--- src/rtl/rtc_vga_pkg.sv ---
// +----------------------------------------------------------------------------+
// | rtc_vga_pkg: shared types and constants for the RTC-to-VGA frame loader.    |
// | Rev 1.0                                                                     |
// +----------------------------------------------------------------------------+
`default_nettype none

package rtc_vga_pkg;

    localparam int DATA_W   = 8;
    localparam int COORD_W  = 10;
    localparam int NREG_DEF = 9;

    typedef enum logic [1:0] {
        ST_IDLE    = 2'd0,
        ST_REQ     = 2'd1,
        ST_GAP     = 2'd2,
        ST_PUBLISH = 2'd3
    } fetch_state_t;

    // RTC register addresses in display order: hour, date, timer (sec/min/hr style)
    localparam logic [DATA_W-1:0] ADDR_MAP [NREG_DEF] = '{
        8'h21, 8'h22, 8'h23,
        8'h24, 8'h25, 8'h26,
        8'h41, 8'h42, 8'h43
    };

endpackage

`default_nettype wire

--- src/rtl/vga_frame_shadow.sv ---
// +----------------------------------------------------------------------------+
// | vga_frame_shadow: shadow byte file with indexed write and bulk publish.     |
// | Rev 1.0                                                                     |
// +----------------------------------------------------------------------------+
`default_nettype none

module vga_frame_shadow
    import rtc_vga_pkg::*;
#(
    parameter int NREG  = NREG_DEF,
    parameter int IDX_W = $clog2(NREG)
) (
    input  logic              clk,
    input  logic              reset,
    input  logic              clear,
    input  logic              wr_en,
    input  logic [IDX_W-1:0]  wr_idx,
    input  logic [DATA_W-1:0] wr_data,
    input  logic              publish,
    output logic [DATA_W-1:0] pub_data [NREG]
);

    logic [DATA_W-1:0] shadow [NREG];

    // Publish reads the shadow as it stood before this edge, so all bytes move together.
    always_ff @(posedge clk or negedge reset) begin
        if (!reset) begin
            for (int i = 0; i < NREG; i++) begin
                shadow[i]   <= '0;
                pub_data[i] <= '0;
            end
        end else begin
            for (int i = 0; i < NREG; i++) begin
                if (clear) begin
                    shadow[i] <= '0;
                end else if (wr_en && (wr_idx == IDX_W'(i))) begin
                    shadow[i] <= wr_data;
                end
                if (publish) begin
                    pub_data[i] <= shadow[i];
                end
            end
        end
    end

endmodule

`default_nettype wire

--- src/rtl/vga_frame_loader.sv ---
// +----------------------------------------------------------------------------+
// | vga_frame_loader: once-per-frame RTC fetch with tear-free publish.          |
// | Rev 1.0                                                                     |
// +----------------------------------------------------------------------------+
`default_nettype none

module vga_frame_loader
    import rtc_vga_pkg::*;
#(
    parameter int NREG     = NREG_DEF,
    parameter int VBL_LINE = 480,
    parameter int TIMEOUT  = 255
) (
    input  logic               clk,
    input  logic               reset,
    input  logic [COORD_W-1:0] pixel_y,
    input  logic               freeze,
    output logic               rd_req,
    output logic [DATA_W-1:0]  rd_addr,
    input  logic               rd_ack,
    input  logic [DATA_W-1:0]  rd_data,
    output logic [DATA_W-1:0]  hour_out1,
    output logic [DATA_W-1:0]  hour_out2,
    output logic [DATA_W-1:0]  hour_out3,
    output logic [DATA_W-1:0]  fecha_out1,
    output logic [DATA_W-1:0]  fecha_out2,
    output logic [DATA_W-1:0]  fecha_out3,
    output logic [DATA_W-1:0]  timer_out1,
    output logic [DATA_W-1:0]  timer_out2,
    output logic [DATA_W-1:0]  timer_out3,
    output logic               frame_valid,
    output logic               busy,
    output logic               rd_error
);

    localparam int IDX_W  = $clog2(NREG);
    localparam int TCNT_W = $clog2(TIMEOUT + 1);

    fetch_state_t       state;
    logic [IDX_W-1:0]   idx;
    logic [TCNT_W-1:0]  tcnt;
    logic               vbl_hit;
    logic               vbl_prev;
    logic               trigger;
    logic               capture;
    logic               abort;
    logic               publish;
    logic [DATA_W-1:0]  pub_data [NREG];

    assign trigger = vbl_hit && !vbl_prev;
    assign capture = (state == ST_REQ) && rd_ack;
    assign abort   = (state == ST_REQ) && !rd_ack && (tcnt == TCNT_W'(TIMEOUT - 1));
    assign publish = (state == ST_PUBLISH);

    always_ff @(posedge clk or negedge reset) begin
        if (!reset) begin
            vbl_hit     <= 1'b0;
            vbl_prev    <= 1'b0;
            state       <= ST_IDLE;
            idx         <= '0;
            tcnt        <= '0;
            rd_req      <= 1'b0;
            rd_addr     <= '0;
            busy        <= 1'b0;
            frame_valid <= 1'b0;
            rd_error    <= 1'b0;
        end else begin
            vbl_hit     <= (pixel_y == COORD_W'(VBL_LINE));
            vbl_prev    <= vbl_hit;
            frame_valid <= 1'b0;
            case (state)
                ST_IDLE: begin
                    if (trigger && !freeze) begin
                        state   <= ST_REQ;
                        busy    <= 1'b1;
                        idx     <= '0;
                        tcnt    <= '0;
                        rd_req  <= 1'b1;
                        rd_addr <= ADDR_MAP[0];
                    end
                end
                ST_REQ: begin
                    if (rd_ack) begin
                        rd_req <= 1'b0;
                        tcnt   <= '0;
                        if (idx == IDX_W'(NREG - 1)) begin
                            state <= ST_PUBLISH;
                        end else begin
                            state <= ST_GAP;
                            idx   <= idx + IDX_W'(1);
                        end
                    end else if (abort) begin
                        // Shadow is wiped by the same condition; outputs keep last frame.
                        state    <= ST_IDLE;
                        busy     <= 1'b0;
                        rd_req   <= 1'b0;
                        rd_error <= 1'b1;
                        idx      <= '0;
                        tcnt     <= '0;
                    end else begin
                        tcnt <= tcnt + TCNT_W'(1);
                    end
                end
                ST_GAP: begin
                    state   <= ST_REQ;
                    rd_req  <= 1'b1;
                    rd_addr <= ADDR_MAP[idx];
                    tcnt    <= '0;
                end
                ST_PUBLISH: begin
                    state       <= ST_IDLE;
                    busy        <= 1'b0;
                    frame_valid <= 1'b1;
                    rd_error    <= 1'b0;
                    idx         <= '0;
                end
                default: begin
                    state  <= ST_IDLE;
                    busy   <= 1'b0;
                    rd_req <= 1'b0;
                end
            endcase
        end
    end

    vga_frame_shadow #(
        .NREG  (NREG),
        .IDX_W (IDX_W)
    ) u_shadow (
        .clk      (clk),
        .reset    (reset),
        .clear    (abort),
        .wr_en    (capture),
        .wr_idx   (idx),
        .wr_data  (rd_data),
        .publish  (publish),
        .pub_data (pub_data)
    );

    assign hour_out1  = pub_data[0];
    assign hour_out2  = pub_data[1];
    assign hour_out3  = pub_data[2];
    assign fecha_out1 = pub_data[3];
    assign fecha_out2 = pub_data[4];
    assign fecha_out3 = pub_data[5];
    assign timer_out1 = pub_data[6];
    assign timer_out2 = pub_data[7];
    assign timer_out3 = pub_data[8];

endmodule

`default_nettype wire

--- config.mk ---
export PLATFORM = sky130hd
export DESIGN_NAME = vga_frame_loader
export DESIGN_NICKNAME = d
export VERILOG_FILES = /design/src/rtl/rtc_vga_pkg.sv /design/src/rtl/vga_frame_shadow.sv /design/src/rtl/vga_frame_loader.sv
export SDC_FILE = /design/constraint.sdc
export NUM_CORES = 1
export LEC_CHECK = 0
export CAP_MARGIN = 20
export CORE_MARGIN = 1.5
export CORE_UTILIZATION = 58
export CTS_CLUSTER_DIAMETER = 30
export DETAILED_ROUTE_END_ITERATION = 10
export PLACE_DENSITY = 0.92
export SLEW_MARGIN = 10
export SYNTH_ARGS = -nofsm -noshare
export SYNTH_HDL_FRONTEND = slang
export SYNTH_SLANG_ARGS = --single-unit
--- constraint.sdc ---
create_clock -name clk -period 4.13 [get_ports clk]
set_input_delay 0.826 -clock clk [delete_from_list [all_inputs] [get_ports clk]]
set_output_delay 0.826 -clock clk [all_outputs]
set_load 0.05 [all_outputs]
==> results.py, run 1 <==
metrics = {
    "outcome": {
        "outcome": "finished, final reports clean",
    },
    "route": {
        "drc_errors": 0,
        "drt_iter0_drc": 326,
        "ant_nets": 0,
        "drt_first_pass_iters": 4,
        "wl_per_cell_um": 19.9,
        "wl_um": 15400,
        "via_per_inst": 5.77,
        "num_vias": 4458,
    },
    "setup_path": {
        "arrival_ns": 3.05,
        "crit_family": "simple AND/OR/NAND/NOR gates",
        "worst-path-buf-inv": 1,
        "path_class": "in -> reg",
        "endpoint_kind": "register",
        "crit_path_max_fanout": 14,
        "critPathMaxStageDelay_ns": 0.63,
        "startpoint_type": "input pin",
        "crit_chain": "clkdlybuf4s50_1 > and3b_1 > nand3_1 > mux2i_1 > nor2_1",
        "cp.required_ns": 4.41,
        "crit_path_top_delay_cell": "clkdlybuf4s50_1",
    },
    "synth": {
        "netlist_instances": 520,
        "seq_area_frac_synth_pct": 61.5,
        "synth_cell_types": 42,
        "ys_seq_elements": 169,
        "yosysTopAreaCell": "dfrtp_1",
        "netlist_top_cells_area": "dfrtp_1, mux2_2, mux2i_1",
        "avgSynthCellArea_um2": 13.2,
        "synth_edf_count": 0,
        "post-synth-top-count-cell": "dfrtp_1",
        "synthTopCellsByCount": "dfrtp_1, nor2_1, mux2i_1",
        "synth_area_um2": 6880,
        "synthFlopType": "dfrtp_1",
        "netlist.area_leader.share_pct": 61.5,
        "async_flop_share_pct": 100,
        "synth_warnings": 0,
    },
    "sta": {
        "slew_headroom_pct": 40.2,
        "rsz0062_at_grt": "false",
        "finalSetupViolCount": 0,
        "worst_slew_pin_slew_ns": 0.896,
        "finalSetupTns_ns": 0,
        "fin_hold_ws_ns": 0.394,
        "clock-skew-final_ns": 0.0125,
        "hold_viol": 0,
        "finalWorstSetupSlack_ns": 1.36,
        "finalCritPeriodShare_pct": 67.0,
        "fmax_mhz": 361,
        "drv_slew": 0,
        "fin_crit_ns": 2.77,
    },
    "cts": {
        "cts_tree": "done",
        "clk_pin_slew_ns": 0.06,
        "numCtsBuffers": 17,
        "clk_latency_ns": 0.43,
        "cts_resized": 0,
        "cts_sinks": 169,
        "root_buffer": "clkbuf_16",
        "postCtsHoldBufs": 0,
        "clk_path_buf_depth": 2,
        "htreeDepth": 4,
        "postCtsSetupBuffers": 0,
    },
    "hold_path": {
        "hold_path_class": "reg -> reg",
    },
    "cells_and_area": {
        "drive_above_1_share_pct": 19.2,
        "diodes": 0,
        "nets": 644,
        "fill_cells": 674,
        "areaGrowthSynthToFinish_pct": 25.1,
    },
    "pwr": {
        "power_density_nw_per_um2": 424,
        "total_power_mw": 3.65,
        "max-vdd-ir-drop_mv": 0.373,
        "power.leakage_nw": 4.61,
    },
    "die": {
        "num_rows": 39,
        "die-height_um": 112,
        "boundaryPins": 106,
        "core_area_um2": 11500,
        "start_util_pct": 60.0,
        "dieArea_um2": 12500,
        "fp.dieW_um": 112,
    },
    "global_route": {
        "busiest_layer": "met2",
        "grt_pass1_vias": 4689,
        "grtUsageTotal_pct": 26.3,
        "grt_antenna_before_repair": 0,
        "grt_start_max_net_pins": 103,
        "use_met1_pct": 34.5,
        "gr-total-overflow": 0,
        "grt_first_pass_wirelength_um": 25200,
        "gr-usage-met2_pct": 42.5,
        "grt_util_met3_pct": 6.42,
    },
    "place": {
        "place_hpwl_um": 9780,
        "gp_congestion": 0.787,
        "dp_slack_ns": 1.07,
        "numPortBuffers": 102,
    },
    "run": {
        "drv_cap": 0,
    },
}
## layout make-up
type                            instances  area [um2]  share of cell area, %
Clock buffer                           20         457                   5.31
Clock inverter                         12         141                   1.64
Inverter                                7        26.3                  0.305
Multi-Input combinational cell        313        2490                   28.9
Sequential cell                       169        4230                   49.2
Tap cell                              143         179                   2.08
Timing Repair Buffer                  108        1080                   12.6
## final timing paths
path | start | endpoint | slack [ns] | cells past startpoint
worst min register to register | vbl_hit | vbl_prev | 0.39 | 0
min in group asynchronous | reset | tcnt[2] | 0.50 | 1
worst max-delay path | rd_ack | u_shadow.shadow[69] | 1.36 | 5
worst max register to register | state[1] | u_shadow.shadow[69] | 1.87 | 4
worst min-delay path | vbl_hit | vbl_prev | 0.39 | 0
max in group asynchronous | reset | u_shadow.shadow[31] | 2.61 | 2
## where the power goes
group	switching [mW]	total (mW)	internal, mW
sequential	0.0491	1.76	1.71
clock	0.661	1.59	0.929
combinational	0.198	0.305	0.107
## flip-flops by register name, summed over array words and instances, names as in the netlist
register           cells
rd_req                 1
rd_error               1
state                  2
tcnt                   8
rd_addr                5
u_shadow.pub_data     72
vbl_hit                1
busy                   1
vbl_prev               1
frame_valid            1
idx                    4
u_shadow.shadow       72
## metrics by stage
stage          cell area [um2]  cells  utilization [%]
6_report                  8600    772             75.0
5_1_grt                   8600    772             75.0
4_1_cts                   8580    771             74.8
3_5_place_dp              7980    739             69.6
3_3_place_gp              7980    739             69.6
2_1_floorplan             6880    522                -
## cells by family (layout without fill, tap and decap cells)
kind of cell | Yosys count | after routing | share of synthesized area (%)
simple gates | 126 | 126 | 8.97
xor+xnor | 6 | 6 | 0.764
other cells | 1 | 3 | 0.0545
compound gates | 25 | 25 | 2.37
mux | 147 | 147 | 22.7
fa+ha+maj | 6 | 6 | 1.09
buf+inv | 40 | 147 | 2.51
flops | 169 | 169 | 61.5
## metal layers
metal / routed length (um) / share of wire, % / up-vias
met5: 0 / 0 / -
li1: - / - / 1970
met2: 7990 / 52 / 139
met4: 385 / 2.5 / 0
met3: 792 / 5.1 / 30
met1: 6220 / 40 / 2319
## cell usage in the layout, fill, tap and decap left out, types with 7 or more instances in the layout
master	instances
dfrtp_1	169
mux2i_1	74
nor2_1	80
mux2_2	73
clkdlybuf4s50_1	101
nand3_1	9
clkbuf_16	17
a21oi_1	7
Power figures use the tool's default switching activity.
==> run 2: changes to the inputs <==
--- a/config.mk
+++ b/config.mk
@@ -7,10 +7,10 @@
 export LEC_CHECK = 0
 export CAP_MARGIN = 20
 export CORE_MARGIN = 1.5
-export CORE_UTILIZATION = 58
+export CORE_UTILIZATION = 48
 export CTS_CLUSTER_DIAMETER = 30
 export DETAILED_ROUTE_END_ITERATION = 10
-export PLACE_DENSITY = 0.92
+export PLACE_DENSITY = 0.82
 export SLEW_MARGIN = 10
 export SYNTH_ARGS = -nofsm -noshare
 export SYNTH_HDL_FRONTEND = slang
==> constraint.sdc (replaced) <==
create_clock -name clk -period 2.5 [get_ports clk]
set_input_delay 0.5 -clock clk [delete_from_list [all_inputs] [get_ports clk]]
set_output_delay 0.5 -clock clk [all_outputs]
set_load 0.05 [all_outputs]
==> results.py, run 2 (synthesis results as in run 1) <==
metrics = {
    "outcome": {
        "outcome": "finished, final reports clean",
    },
    "sta": {
        "drv_slew": 0,
        "clock-skew-final_ns": 0.00810,
        "hold_viol": 0,
        "rsz0062_at_grt": "false",
        "fin_crit_ns": 2.14,
        "worst_slew_pin_slew_ns": 0.635,
        "finalSetupViolCount": 0,
        "fmax_mhz": 467,
        "finalCritPeriodShare_pct": 85.6,
        "slew_headroom_pct": 57.5,
        "finalSetupTns_ns": 0,
    },
    "cells_and_area": {
        "fill_cells": 1069,
        "diodes": 0,
        "reg_top3": "u_shadow.pub_data (72), u_shadow.shadow (72), tcnt (8)",
        "drive_above_1_share_pct": 20.4,
        "fin_area_um2": 8760,
        "multi_input_area_um2": 2490,
        "nets": 652,
        "seq_area_um2": 4230,
        "final_common_cell": "dfrtp_1",
        "areaGrowthSynthToFinish_pct": 27.4,
        "mostFrequentLayoutCells": "dfrtp_1, clkdlybuf4s50_1, nor2_1",
    },
    "setup_path": {
        "crit_path_max_fanout": 2,
        "worst-path-buf-inv": 1,
        "endpoint_kind": "primary output",
        "arrival_ns": 1.64,
        "critPathMaxStageDelay_ns": 0.82,
        "crit_chain": "clkdlybuf4s50_1",
        "path_class": "reg -> out",
        "cp.required_ns": 2.00,
        "startpoint_type": "register",
        "crit_family": "buffers and inverters",
        "crit_path_top_delay_cell": "clkdlybuf4s50_1",
    },
    "hold_path": {
        "hold_path_class": "in -> async",
    },
    "global_route": {
        "grt_start_max_net_pins": 74,
        "grt_first_pass_wirelength_um": 24400,
        "grt_antenna_before_repair": 0,
        "grt_pass1_vias": 4669,
        "gr-total-overflow": 0,
        "grtUsageTotal_pct": 21.6,
    },
    "route": {
        "wl_per_cell_um": 18.3,
        "ant_nets": 0,
        "drc_errors": 0,
        "wl_um": 14900,
        "drt_iter0_drc": 359,
        "drt_first_pass_iters": 5,
        "num_vias": 4355,
        "via_per_inst": 5.33,
    },
    "pwr": {
        "power_density_nw_per_um2": 695,
        "max-vdd-ir-drop_mv": 0.515,
        "power.leakage_nw": 4.67,
    },
    "die": {
        "num_rows": 43,
        "dieArea_um2": 15100,
        "die-height_um": 123,
        "boundaryPins": 106,
        "fp.dieW_um": 123,
        "core_area_um2": 13900,
        "start_util_pct": 49.3,
    },
    "cts": {
        "cts_tree": "done",
        "clk_pin_slew_ns": 0.07,
        "cts_resized": 0,
        "numCtsBuffers": 17,
        "clk_latency_ns": 0.42,
        "clk_path_buf_depth": 2,
        "root_buffer": "clkbuf_16",
        "postCtsSetupBuffers": 0,
        "postCtsHoldBufs": 0,
        "cts_sinks": 169,
        "htreeDepth": 4,
    },
    "place": {
        "placed_area_um2": 8150,
        "place_hpwl_um": 9790,
        "gp_congestion": 0.741,
        "numPortBuffers": 102,
    },
    "run": {
        "drv_cap": 0,
    },
}
run 2: where the power goes:
group	total [mW]	internal, mW	switching, mW
registers	2.89	2.82	0.0719
logic	0.502	0.183	0.319
clock network	2.69	1.60	1.08
run 2: per-stage QoR:
stage	util, %	cells	power, mW	hold slack (ns)	setup slack [ns]
floorplan	-	522	3.22	0.204	0.730
global placement	58.5	785	3.42	0.406	0.198
detailed placement	58.5	785	3.44	0.436	0.129
CTS	62.9	817	6.13	0.0785	0.334
global route	62.9	817	6.29	0.107	0.225
finish	62.9	817	6.08	0.0687	0.360
run 2: final cells by class:
class / count / share of cell area, %
multi-input cells: 313 / 28.4
clock buffers: 18 / 5.01
flip-flops and latches: 169 / 48.3
clock inverters: 14 / 1.96
well taps: 180 / 2.57
repair buffers: 116 / 13.4
inverters: 7 / 0.300
run 2: final timing paths:
check,startpoint,end,slack (ns),cells after the start
worst max-delay path,u_shadow.pub_data[71],hour_out1[7],0.36,1
worst min-delay path,reset,u_shadow.pub_data[38],0.07,1
worst max register to register,tcnt[0],rd_req,0.45,6
worst min register to register,vbl_hit,vbl_prev,0.45,0
max in group asynchronous,reset,u_shadow.shadow[38],1.74,2
min in group clk,vbl_hit,vbl_prev,0.45,0
run 2: layer usage:
metal | up-vias | global-route usage (%) | routed length (um)
li1 | 1986 | - | -
met1 | 2249 | 28.0 | 6370
met2 | 107 | 35.6 | 7740
met3 | 13 | 5.48 | 693
met4 | 0 | 6.90 | 123
met5 | - | 0 | 0
==> patch: new RTL, settings of run 1 <==
The package constant `COORD_W` goes from 10 to 8.
--- a/src/rtl/rtc_vga_pkg.sv
+++ b/src/rtl/rtc_vga_pkg.sv
@@ -7,7 +7,7 @@
 package rtc_vga_pkg;
 
     localparam int DATA_W   = 8;
-    localparam int COORD_W  = 10;
+    localparam int COORD_W  = 8;
     localparam int NREG_DEF = 9;
 
     typedef enum logic [1:0] {
Interface: changed (resized pixel_y); port bits go from 106 to 104. No check against the original RTL was run, so the function may have changed too.
==> patch against run 1 <==
  * Clock skew is 3.2 ps lower
  * Die area is 0.67% higher
  * First-iteration DRC count is 26% lower
  * Routed wire length is 1.9% lower
  * Setup slack better by 140 ps
  * Core utilization is 0.13 points higher
  * Cell count is 0.39% higher
  * Critical path depth stayed put
  * Hold slack better by 2.7 ps
  * Sequential cell count stayed put
  * Design area is 0.60% higher
  * Synthesized area is 0.69% higher
  * Largest cell class unchanged
  * Highest routed layer unchanged
Power is not compared: it rests on default switching activity, and its combinational part moved more than twofold at a synthesized area within 25%.
==> patch: results <==
metrics = {
    "power": {
        "worst_ir_drop_vdd_v": 0.000310,
        "leakagePower_nw": 4.62,
    },
    "synth": {
        "synth_common_cells": "dfrtp_1 (169), nor2_1 (79), mux2i_1 (74), mux2_2 (73), buf_2 (13)",
        "ys_seq_area_frac": 0.611,
        "postSynth.asyncResetShare": 1.00,
        "synth_cell_types": 45,
        "ys_top_cells_by_area": "dfrtp_1 (61%), mux2_2 (12%), mux2i_1 (11%)",
    },
    "place": {
        "dp.final_hpwl_mm": 9.58,
        "place_congestion": 0.767,
        "portBuffers": 100,
    },
    "worst_setup_path": {
        "crit_arrival_ps": 2900,
        "r2r_slack_ps": 1920,
    },
    "layout": {
        "drive_gt1_frac": 0.201,
        "fillers": 671,
        "layout.nets": 645,
    },
    "sta": {
        "fin_skew_ps": 9.30,
        "hold_ws_ps": 397,
        "worst_slew_pin_slew_ps": 832,
    },
    "cts": {
        "clk_pin_slew_ps": 60,
        "post_cts_buffers": 0,
        "htree_levels": 4,
    },
    "route": {
        "vias": 4421,
        "post_drt_wl_per_cell_um": 19.5,
        "firstDrtPassIters": 8,
    },
    "grt": {
        "grtUsageTotal": 0.259,
        "grt_pass1_wl_mm": 24.8,
        "grt_pass1_vias": 4677,
        "grt_max_degree": 95,
    },
    "status": {
        "outcome": "finished, final reports clean",
    },
}
patch: kinds of logic after synthesis:
kind of cell | synth area share
fa+ha+maj | 0.0108
flops | 0.611
simple gates | 0.0933
xor+xnor | 0.00127
buf+inv | 0.0275
other cells | 0.000542
compound gates | 0.0300
mux | 0.226
patch: path summary, 6_finish.rpt:
path | to | cells after the start
min reg2reg | vbl_prev | 0
max in group asynchronous | u_shadow.shadow[6] | 2
min in group asynchronous | u_shadow.pub_data[36] | 1
min | vbl_prev | 0
max reg2reg | u_shadow.pub_data[34] | 5
max | u_shadow.shadow[48] | 5
patch: through the flow:
stage / util / setup slack (ps) / std cells / area (um^2)
floorplan: - / 2070 / 527 / 6930
global placement: 0.696 / 1160 / 743 / 8020
detailed placement: 0.696 / 1090 / 743 / 8020
CTS: 0.751 / 1520 / 775 / 8650
global route: 0.751 / 1370 / 775 / 8650
finish: 0.751 / 1500 / 775 / 8650
patch: layout make-up:
class / instances / area, um^2 / share of cell area
inverter: 9 / 33.8 / 0.00390
clock inverter: 14 / 195 / 0.0226
timing repair buffer: 106 / 1060 / 0.122
clock buffer: 18 / 439 / 0.0508
multi-input combinational: 316 / 2520 / 0.291
sequential: 169 / 4230 / 0.489
tap: 143 / 179 / 0.0207
patch: worst max-delay path, cell delays in order:
cell and delay, ps:
clkdlybuf4s50_1 670, and3b_1 610, nand3_2 410, mux2i_1 290, nor2_1 80
patch: layer usage:
layer	vias to the layer above	wire (um)	track usage
met3	18	699	0.0562
met2	133	7820	0.436
met4	0	221	0.0920
met1	2288	6360	0.336
li1	1982	-	-
met5	-	0	0
patch: power breakdown:
group          internal, W  total, W  switching (W)
combinational     0.000262  0.000709       0.000447
clock              0.00103   0.00168       0.000649
sequential         0.00185   0.00199       0.000142
